==> config.mk <==
export PLATFORM = sky130hd
export DESIGN_NAME = perf_window_ctrl
export DESIGN_NICKNAME = d
export VERILOG_FILES = /design/src/rtl/perf_pkg.sv /design/src/rtl/perf_sat_counter.sv /design/src/rtl/perf_window_ctrl.sv
export SDC_FILE = /design/constraint.sdc
export NUM_CORES = 1
export LEC_CHECK = 0
export BUFFER_PORTS_ARGS = -buffer_cell sky130_fd_sc_hd__buf_2
export CORE_ASPECT_RATIO = 1.1
export CORE_MARGIN = 2
export CORE_UTILIZATION = 44
export DETAILED_ROUTE_END_ITERATION = 16
export GPL_TIMING_DRIVEN = 0
export PLACE_DENSITY = 0.76
export SETUP_SLACK_MARGIN = 0.4
export SYNTH_ARGS = -nofsm -noshare
export SYNTH_HDL_FRONTEND = slang
export SYNTH_SLANG_ARGS = --single-unit
==> constraint.sdc <==
create_clock -name cpu_clk -period 2.3 [get_ports cpu_clk]
set_clock_uncertainty 0.05 [all_clocks]
set_input_delay 0.23 -clock cpu_clk [delete_from_list [all_inputs] [get_ports cpu_clk]]
set_output_delay 0.23 -clock cpu_clk [all_outputs]
set_load 0.03 [all_outputs]
==> src/rtl/perf_pkg.sv <==
// Shared types and constants for the performance measurement window.
// Counter width and saturation value live here.
package perf_pkg;

  localparam int PERF_CNT_W = 32;
  localparam logic [PERF_CNT_W-1:0] PERF_CNT_MAX = '1;

  typedef enum logic [1:0] {
    IDLE    = 2'd0,
    ARMED   = 2'd1,
    RUNNING = 2'd2,
    DONE    = 2'd3
  } perf_state_t;

endpackage

==> src/rtl/perf_sat_counter.sv <==
// Saturating up-counter with synchronous load.
// sat flags the all-ones value so the owner can detect a lost increment.
module perf_sat_counter #(
  parameter int W = 32
) (
  input  logic         cpu_clk,
  input  logic         resetN,
  input  logic         load,
  input  logic [W-1:0] load_val,
  input  logic         inc,
  output logic [W-1:0] q,
  output logic         sat
);

  assign sat = &q;

  always_ff @(posedge cpu_clk or negedge resetN) begin
    if (!resetN) begin
      q <= '0;
    end else if (load) begin
      q <= load_val;
    end else if (inc && !sat) begin
      q <= q + 1'b1;
    end
  end

endmodule

==> src/rtl/perf_window_ctrl.sv <==
// Start/stop PC measurement window with frozen result and valid/ack.
// Build option: PERF_INSTR_COUNT_EN implements the instruction counter.
module perf_window_ctrl
  import perf_pkg::*;
#(
  parameter logic [15:0] START_PC   = 16'h0000,
  parameter logic [15:0] STOP_PC    = 16'hFFFF,
  parameter bit          AUTO_REARM = 1'b0
) (
  input  logic        cpu_clk,
  input  logic        resetN,
  input  logic [15:0] pc,
  input  logic        pc_valid,
  input  logic        arm,
  input  logic        clear,
  input  logic        result_ack,
  output logic [1:0]  state,
  output logic        busy,
  output logic        result_valid,
  output logic [31:0] cycle_count,
  output logic [31:0] instr_count,
  output logic        overflow
);

  perf_state_t state_q, state_d;

  logic start_hit, stop_hit;
  logic cnt_load, ld_one;
  logic cyc_inc, ins_en;
  logic ovf_clr, ovf_set;
  logic cyc_sat, ins_sat;
  logic [PERF_CNT_W-1:0] load_val;

  assign start_hit = pc_valid && (pc == START_PC);
  assign stop_hit  = pc_valid && (pc == STOP_PC);
  assign load_val  = {{(PERF_CNT_W-1){1'b0}}, ld_one};

  always_comb begin
    state_d  = state_q;
    cnt_load = 1'b0;
    ld_one   = 1'b0;
    cyc_inc  = 1'b0;
    ins_en   = 1'b0;
    ovf_clr  = 1'b0;
    if (clear) begin
      state_d  = IDLE;
      cnt_load = 1'b1;
      ovf_clr  = 1'b1;
    end else begin
      unique case (state_q)
        IDLE: begin
          if (arm) begin
            state_d  = ARMED;
            cnt_load = 1'b1;
            ovf_clr  = 1'b1;
          end
        end
        ARMED: begin
          if (start_hit) begin
            state_d  = RUNNING;
            cnt_load = 1'b1;
            ld_one   = 1'b1;
          end
        end
        RUNNING: begin
          cyc_inc = 1'b1;
          ins_en  = pc_valid;
          if (stop_hit) state_d = DONE;
        end
        DONE: begin
          if (result_ack) begin
            if (AUTO_REARM) begin
              state_d  = ARMED;
              cnt_load = 1'b1;
              ovf_clr  = 1'b1;
            end else begin
              state_d = IDLE;
            end
          end
        end
        default: state_d = IDLE;
      endcase
    end
  end

  assign ovf_set = (cyc_inc && cyc_sat) || (ins_en && ins_sat);

  always_ff @(posedge cpu_clk or negedge resetN) begin
    if (!resetN) begin
      state_q      <= IDLE;
      busy         <= 1'b0;
      result_valid <= 1'b0;
      overflow     <= 1'b0;
    end else begin
      state_q      <= state_d;
      busy         <= (state_d == ARMED) || (state_d == RUNNING);
      result_valid <= (state_d == DONE);
      if (ovf_clr) overflow <= 1'b0;
      else if (ovf_set) overflow <= 1'b1;
    end
  end

  assign state = state_q;

  perf_sat_counter #(.W(PERF_CNT_W)) u_cyc_cnt (
    .cpu_clk  (cpu_clk),
    .resetN   (resetN),
    .load     (cnt_load),
    .load_val (load_val),
    .inc      (cyc_inc),
    .q        (cycle_count),
    .sat      (cyc_sat)
  );

`ifdef PERF_INSTR_COUNT_EN
  perf_sat_counter #(.W(PERF_CNT_W)) u_ins_cnt (
    .cpu_clk  (cpu_clk),
    .resetN   (resetN),
    .load     (cnt_load),
    .load_val (load_val),
    .inc      (ins_en),
    .q        (instr_count),
    .sat      (ins_sat)
  );
`else
  logic unused_ins;
  assign unused_ins  = ins_en;
  assign ins_sat     = 1'b0;
  assign instr_count = '0;
`endif

endmodule

==> results of run 1 <==
-- cells in the final DEF (no fill, tap or decap), types with 4 or more instances in the layout --
| cell type | n |
|---|---|
| nor3_1 | 5 |
| nand4_1 | 14 |
| nand3_1 | 10 |
| dfrtp_1 | 20 |
| conb_1 | 32 |
| a21oi_1 | 20 |
| nand3_2 | 5 |
| buf_6 | 10 |
| clkbuf_8 | 6 |
| buf_4 | 61 |
| a21oi_2 | 6 |
| o21ai_0 | 10 |
| or3_1 | 12 |
| nor4_4 | 5 |
| inv_1 | 6 |
| mux2i_1 | 6 |
| or3_4 | 4 |
| or4_1 | 6 |
| dfrtp_2 | 17 |
| nor4_1 | 4 |
| buf_2 | 59 |
| nor2_1 | 8 |
| nand2_1 | 19 |
-- routing by layer --
layer / up-vias / routed length, µm / global-route usage
li1: 1206 / - / -
met1: 1207 / 2800 / 0.258
met2: 94 / 3650 / 0.368
met3: 11 / 392 / 0.0414
met4: 0 / 134 / 0.0636
met5: - / 0 / 0
-- metrics by stage --
stage / TNS, ns / setup slack [ns] / power (µW)
2_1_floorplan: -0.0680 / -0.0587 / 807
3_3_place_gp: -1.03 / -0.208 / 853
3_5_place_dp: -1.63 / -0.265 / 854
4_1_cts: 0 / 0.0216 / 1330
5_1_grt: -0.299 / -0.0885 / 1390
6_report: 0 / 0.00896 / 1330
-- flip-flops by register name, summed over array words and instances (netlist names) --
name	flops
busy	1
overflow	1
u_cyc_cnt.q	32
result_valid	1
state	2
-- power breakdown --
part | leakage [µW] | switching (µW) | internal (µW)
combinational | 0.00113 | 132 | 68.9
sequential | 0.000486 | 1.17 | 652
clock | 0.0000455 | 234 | 245
total | 0.00167 | 367 | 966
-- cell usage after synthesis, drive strengths merged, types with 2 or more instances --
master	number	area share
dfrtp	37	0.40
buf	33	0.11
a21oi	26	0.056
nand2	20	0.032
nand3	17	0.036
or3	16	0.043
nand4	15	0.043
o21ai	11	0.024
nor2	10	0.016
clkbuf	9	0.014
nor4	9	0.027
nor3	8	0.017
o31ai	8	0.026
or4	8	0.027
inv	6	0.0097
mux2i	6	0.026
and3	4	0.011
o211ai	3	0.0097
a21o	2	0.0064
a31oi	2	0.0054
and4	2	0.0075
ha	2	0.011
nor3b	2	0.0064
o311ai	2	0.0075
or3b	2	0.0075
xor2	2	0.0075
-- worst reg2reg max path, cell delays in order (launching register included) --
cell     delay (ns)
dfrtp_2        0.42
nand4_1        0.19
or4_4          0.53
or3_4          0.38
buf_6          0.13
or4_1          0.39
a21oi_1        0.14
-- cell type report --
class	count	area share
plain buffers	42	0.0972
flip-flops and latches	37	0.261
clock buffers	8	0.0248
inverters	6	0.00620
well taps	58	0.0200
repair buffers	94	0.165
multi-input cells	214	0.426
-- timing repair --
item	CTS	global route
resized for setup	24	63
endpoints found under the setup margin	33	34
hold buffers	0	0
cloned	1	2
setup buffers	13	20
pin swaps	6	26
-- how the worst max path moves through the flow --
stage | from | to | slack [ns] | cells after the start
floorplan | u_cyc_cnt.q[1] | u_cyc_cnt.q[22] | -0.06 | 7
global placement | u_cyc_cnt.q[0] | u_cyc_cnt.q[12] | -0.21 | 7
detailed placement | u_cyc_cnt.q[0] | u_cyc_cnt.q[12] | -0.26 | 7
CTS | u_cyc_cnt.q[0] | u_cyc_cnt.q[22] | 0.02 | 7
global route | u_cyc_cnt.q[10] | u_cyc_cnt.q[23] | -0.09 | 7
finish | u_cyc_cnt.q[10] | u_cyc_cnt.q[22] | 0.009 | 6
-- logic make-up after synthesis --
kind of cell | Yosys count | synth area share
other cells | 1 | 0.00161
simple gates | 116 | 0.285
buf+inv | 48 | 0.129
compound gates | 55 | 0.138
flops | 37 | 0.397
fa+ha+maj | 2 | 0.0107
mux | 7 | 0.0306
xor+xnor | 2 | 0.00751
==> metrics.yaml, run 1 <==
run_status:
  status: "complete, but fails checks"
  violations: "hold timing"
setup_path:
  cp-end-kind: "flip-flop"
  critPathBufInv: 1
  reg2reg_slack_ns: 0.009
  cp.arrival_ns: 2.46
  path_cells: "nand4_1, or4_4, or3_4, buf_6, or4_1, a21oi_1"
  cp_slowest_cell: "or4_4"
  critical_path.top_delay_family: "simple AND/OR/NAND/NOR gates"
  worstPathRequired_ns: 2.47
  max_stage_delay_ns: 0.53
  critPathMaxFanout: 5
  r2r_end: "u_cyc_cnt.q[22]"
  rr_worst_depth: 6
  rr_startpoint: "u_cyc_cnt.q[10]"
  crit_type: "reg -> reg"
  cp-start-kind: "flip-flop"
global_routing:
  grt_start_max_net_pins: 38
  grt_pass1_wl_um: 9690
  grt_pass1_vias: 2048
  antenna_found_initial: 0
  grt_use_total: 0.210
  gr-total-overflow: 0
timing:
  hold_slack_ns: -0.00509
  finalSetupViolations: 0
  rsz0062_at_grt: "yes"
  report.final.slew_viol_count: 0
  hold_violations: 13
  fmax_mhz: 436
  worst_pin_slew_ns: 0.847
  period_needed_ns: 2.29
  relSlewSlack: 0.436
  finalCritPeriodShare: 0.996
logic_synthesis:
  async_reset_ff_frac: 1.00
  synth_cell_types: 37
  synth_flop_cell: "dfrtp_1"
  syn_area_per_cell_um2: 8.70
  netlist_area_um2: 2330
  synth-edff-count: 0
  yosysWarningCount: 0
  ys_seq_elements: 37
  syn_inst: 268
  ys_seq_area_frac: 0.397
cts:
  root_buffer: "clkbuf_8"
  path_clk_slew_ns: 0.08
  clockBufferDepth: 2
  cts_tree: "built"
  htreeDepth: 2
  clock_sinks: 37
  clk_latency_ns: 0.29
  numCtsBuffers: 5
drt:
  routed_wl_um: 6980
  wl_per_cell_um: 15.2
  final_antenna_net_count: 0
  drt_pre_antenna_iters: 4
  vias: 2518
  drc: 0
  avgViaCountPerCell: 5.49
  drt_iter0_drc: 243
die:
  start_util: 0.460
  core_area_um2: 5070
  die_area_um2: 5900
  std_cell_rows: 27
  die_h_um: 80.4
  io_pins: 91
  die_width_um: 73.4
placed_design:
  placed_area_um2: 2890
  dp.cells: 415
  dpl.hpwl_um: 4340
  port_buffers: 58
  gp_congestion: 0.872
final_layout:
  drive_gt1_frac: 0.506
  fillCellCount: 385
  register_area_um2: 947
  multi_input_area_um2: 1550
  area_growth_pct: 55.7
  antenna_cells: 0
  post-route-util: 0.717
  stdcell_area_um2: 3630
  fin_cells: 459
  final_nets: 424
job:
  maxCapViolations: 0
power_and_ir_drop:
  powerDensity_nw_per_um2: 367
  leakage_uw: 0.00167
  irDropWorstVdd_mv: 0.262
hold_path:
  hp-class: "in -> async"
Power figures use the tool's default switching activity.
==> run 2: changes to the inputs <==
--- a/config.mk
+++ b/config.mk
@@ -14,3 +14,3 @@
 export PLACE_DENSITY = 0.76
-export SETUP_SLACK_MARGIN = 0.4
+export SETUP_SLACK_MARGIN = 0.1
 export SYNTH_ARGS = -nofsm -noshare
--- a/constraint.sdc
+++ b/constraint.sdc
@@ -4,2 +4,2 @@
 set_output_delay 0.23 -clock cpu_clk [all_outputs]
-set_load 0.03 [all_outputs]
+set_load 0.05 [all_outputs]
==> metrics.yaml, run 2 (synthesis gave the netlist of run 1 again) <==
cts:
  htreeDepth: 2
  clockBufferDepth: 2
  root_buffer: "clkbuf_8"
  clk_latency_ns: 0.30
  numCtsBuffers: 5
  cts_tree: "built"
  path_clk_slew_ns: 0.08
  clock_sinks: 37
setup_path:
  critPathMaxFanout: 5
  critPathBufInv: 4
  cp_slowest_cell: "dfrtp_2"
  rr_startpoint: "state[0]"
  startpoint: "state[0]"
  worstPathRequired_ns: 2.48
  crit_type: "reg -> reg"
  reg2reg_slack_ns: 0.01
  path_cells: "buf_8, or3b_1, clkbuf_8, nor4_4, buf_4, o311ai_4, buf_6, or3_1, a21oi_2"
  cp.arrival_ns: 2.47
  critical_path.top_delay_family: "simple AND/OR/NAND/NOR gates"
  max_stage_delay_ns: 0.41
  cp-start-kind: "flip-flop"
  cp-end-kind: "flip-flop"
timing:
  setup_tns_ns: 0
  worst_pin_slew_ns: 0.800
  finalSetupViolations: 0
  finalCritPeriodShare: 0.995
  relSlewSlack: 0.466
  period_needed_ns: 2.29
  timing.final.ws_setup_ns: 0.0119
  rsz0062_at_grt: "yes"
  fmax_mhz: 437
  report.final.slew_viol_count: 0
  hold_violations: 0
final_layout:
  largest_reg_flops: 32
  final_nets: 403
  largest-register: "u_cyc_cnt.q"
  layout_commonest_cell: "buf_2"
  fillCellCount: 418
  final_cell_mix: "58 x buf_2, 45 x buf_4, 32 x conb_1, 23 x a21oi_1"
  fin_cells: 438
  area_growth_pct: 38.2
  antenna_cells: 0
  drive_gt1_frac: 0.411
placed_design:
  port_buffers: 58
  dpl.hpwl_um: 4220
  gp_congestion: 0.838
  dp.cells: 415
  place_ws_ns: -0.245
die:
  core_area_um2: 5070
  std_cell_rows: 27
  die_area_um2: 5900
  start_util: 0.460
  die_h_um: 80.4
  io_pins: 91
  die_width_um: 73.4
power_and_ir_drop:
  leakage_uw: 0.00150
  powerDensity_nw_per_um2: 451
  irDropWorstVdd_mv: 0.270
drt:
  vias: 2372
  drt_iter0_drc: 175
  drc: 0
  final_antenna_net_count: 0
  routed_wl_um: 6060
  drt_pre_antenna_iters: 5
  wl_per_cell_um: 13.8
  avgViaCountPerCell: 5.42
run_status:
  status: "finished clean"
global_routing:
  grt_use_total: 0.209
  grt_start_max_net_pins: 38
  antenna_found_initial: 0
  grt_pass1_wl_um: 9650
  gr-total-overflow: 0
  grt_pass1_vias: 2141
hold_path:
  hp-start: "clear"
  hp-class: "in -> reg"
job:
  maxCapViolations: 0
==> run 2: changes by cell type in the layout (fill, tap and decap cells not counted), sizes merged <==
cell         previous run  this run
bufinv                  0         1
buf                   133       107
dlygate4sd3             0         1
clkinv                  0         1
clkbuf                 11        13
==> run 2: power breakdown <==
part | leakage (µW) | internal, µW | total (µW) | switching, µW
Combinational | 0.000962 | 66.3 | 244 | 177
Sequential | 0.000481 | 653 | 654 | 1.30
Clock | 0.0000552 | 322 | 555 | 234
==> run 2: per-stage QoR <==
stage	instance area, µm²	total power (µW)	util	hold WS, ns
2_1_floorplan	2520	856	-	-0.116
3_3_place_gp	2880	901	0.569	0.316
3_5_place_dp	2880	903	0.569	0.337
4_1_cts	3140	1460	0.620	0.157
5_1_grt	3220	1500	0.636	0.207
6_report	3220	1450	0.636	0.183
==> run 2: layout make-up <==
type / count / area [µm²] / share of cell area
multi-input cells: 214 / 1340 / 0.416
flip-flops and latches: 37 / 951 / 0.295
repair buffers: 73 / 407 / 0.126
plain buffers: 42 / 322 / 0.0998
clock buffers: 6 / 72.6 / 0.0225
well taps: 58 / 72.6 / 0.0225
clock inverters: 2 / 35.0 / 0.0109
inverters: 6 / 22.5 / 0.00699
==> run 2: worst paths after layout <==
path | depth (start not counted) | endpoint
min in group asynchronous | 2 | u_cyc_cnt.q[18]
worst min-delay path | 2 | state[1]
max in group asynchronous | 2 | u_cyc_cnt.q[8]
worst max-delay path | 9 | u_cyc_cnt.q[31]
worst min register to register | 1 | u_cyc_cnt.q[7]
worst max register to register | 9 | u_cyc_cnt.q[31]
==> run 2: what timing repair did <==
action / in CTS / in global routing
hold endpoints to repair: 11 / 0
buffers inserted: 11 / 2
cloned: 1 / 0
hold buffers: 1 / 0
setup endpoints to repair: 26 / 21
pin swaps: 6 / 2
resized for setup: 11 / 20
==> run 2: metal layers <==
metal  part of all wire  routed length (µm)  GRT usage  up-vias
met3              0.070                 426     0.0427        8
met5                  0                   0          0        -
met4              0.016                  96     0.0891        0
li1                   -                   -          -     1163
met2               0.49                2980      0.348      105
met1               0.42                2560      0.260     1096
==> run 3: changes to the inputs <==
Settings changed: CTS_CLUSTER_SIZE from default to 40, PLACE_DENSITY 0.76 to 0.75, SKIP_LAST_GASP from default to 1.
==> metrics.yaml, run 3 (synthesis gave the netlist of run 1 again) <==
run_status:
  status: "complete, but fails checks"
  violations: "hold timing, setup timing"
timing:
  setup_tns_ns: -0.393
  rsz0062_at_grt: "yes"
  relSlewSlack: 0.455
  report.final.slew_viol_count: 0
  period_needed_ns: 2.40
  worst_pin_slew_ns: 0.818
  fmax_mhz: 416
  finalSetupViolations: 10
  hold_violations: 37
  finalCritPeriodShare: 1.05
  hold_slack_ns: -0.0371
  timing.final.ws_setup_ns: -0.104
setup_path:
  max_stage_delay_ns: 0.59
  rr_worst_depth: 7
  path_cells: "ha_4, nand4_4, or4_4, or3_4, buf_6, or4_1, a21oi_1"
  cp_slowest_cell: "or4_4"
  rr_startpoint: "u_cyc_cnt.q[0]"
  worstPathRequired_ns: 2.48
  reg2reg_slack_ns: -0.10
  cp-start-kind: "flip-flop"
  r2r_end: "u_cyc_cnt.q[22]"
  crit_type: "reg -> reg"
  critPathMaxFanout: 8
  cp.arrival_ns: 2.58
  cp-end-kind: "flip-flop"
cts:
  cts_tree: "built"
  root_buffer: "clkbuf_8"
  htreeDepth: 2
  clk_latency_ns: 0.30
  numCtsBuffers: 5
  clock_sinks: 37
  path_clk_slew_ns: 0.08
  cts_hold_buf: 0
  clockBufferDepth: 2
power_and_ir_drop:
  p_comb_frac: 0.162
  power_frac_seq: 0.439
  irDropWorstVdd_mv: 0.221
  p_sw_uw: 421
  powerDensity_nw_per_um2: 440
  power_frac_clock: 0.399
  fin_total_pwr_uw: 1490
  leakage_uw: 0.00157
  p_int_uw: 1070
  switching_share: 0.282
global_routing:
  grt_use_total: 0.225
  use_met3: 0.0464
  gr-total-overflow: 0
  grt_pass1_wl_um: 10400
  met2_usage: 0.368
  grt_pass1_vias: 2258
  grt_start_max_net_pins: 38
  gr-max-usage-layer: "met2"
  antenna_found_initial: 0
  use_met1: 0.292
final_layout:
  post-route-util: 0.669
  largest_reg_flops: 32
  largest-register: "u_cyc_cnt.q"
  drive_gt1_frac: 0.472
  antenna_cells: 0
  area_growth_pct: 45.3
  final_cell_mix: "59 x buf_4, 59 x buf_2, 32 x conb_1"
  final_nets: 415
  stdcell_area_um2: 3390
  fin_cells: 450
job:
  maxCapViolations: 0
drt:
  final_antenna_net_count: 0
  drc: 0
  drt_pre_antenna_iters: 5
  routed_wl_um: 6890
  vias: 2523
  avgViaCountPerCell: 5.61
  drt_iter0_drc: 246
  wl_per_cell_um: 15.3
placed_design:
  gp_congestion: 0.832
  port_buffers: 58
  dpl.hpwl_um: 4250
  placed_area_um2: 2880
  dp.cells: 415
die:
  die_area_um2: 5900
  io_pins: 91
  core_area_um2: 5070
  die_width_um: 73.4
  die_h_um: 80.4
  start_util: 0.460
  std_cell_rows: 27
hold_path:
  hp-class: "in -> async"
[run 3: how the worst max path moves through the flow]
stage | start | end | slack, ns | depth (start not counted)
after floorplan | u_cyc_cnt.q[1] | u_cyc_cnt.q[12] | -0.1 | 7
after global placement | u_cyc_cnt.q[0] | u_cyc_cnt.q[12] | -0.22 | 7
after detailed placement | u_cyc_cnt.q[0] | u_cyc_cnt.q[12] | -0.24 | 7
after CTS | state[0] | u_cyc_cnt.q[23] | -0.06 | 8
after global routing | state[1] | u_cyc_cnt.q[12] | -0.20 | 6
final | u_cyc_cnt.q[0] | u_cyc_cnt.q[22] | -0.10 | 7
[run 3: timing repair]
action / 4_1_cts / 5_1_grt
resized for setup: 13 / 44
gates cloned: 1 / 1
setup endpoints to repair: 23 / 28
pin swaps: 14 / 24
endpoints found under the hold margin: 0 / 0
setup buffers: 11 / 17
[run 3: metal layers]
metal  vias up  routed length [µm]
met5         -                   0
met4         0                 158
met3        19                 510
met1      1187                2740
met2       129                3480
li1       1188                   -
[run 3: power by group through the flow]
stage	logic [µW]	clock network (µW)	registers, µW
after global routing	259	626	654
after floorplan	181	0	675
after detailed placement	236	0	666
final	242	595	654
after global placement	235	0	667
after CTS	241	603	653
[run 3: area by class of cell]
type	instances	area, µm²
clock buffer	7	86.3
timing repair buffer	87	517
clock inverter	1	30.0
inverter	6	22.5
tap	58	72.6
fill	421	1680
buffer	40	308
sequential	37	951
multi-input combinational	214	1400
[run 3: worst max-delay path, delay by kind of cell (launching register included)]
| kind | cells | cell delay, ns |
|---|---|---|
| buf+inv | 1 | 0.15 |
| fa+ha+maj | 1 | 0.16 |
| simple gates | 4 | 1.45 |
| flops | 1 | 0.39 |
| compound gates | 1 | 0.13 |
[run 3: through the flow]
step	hold WS (ns)	worst slack (ns)
2_1_floorplan	-0.116	-0.0989
3_3_place_gp	0.320	-0.219
3_5_place_dp	0.328	-0.237
4_1_cts	0.00660	-0.0643
5_1_grt	0.0688	-0.204
6_report	-0.0371	-0.104
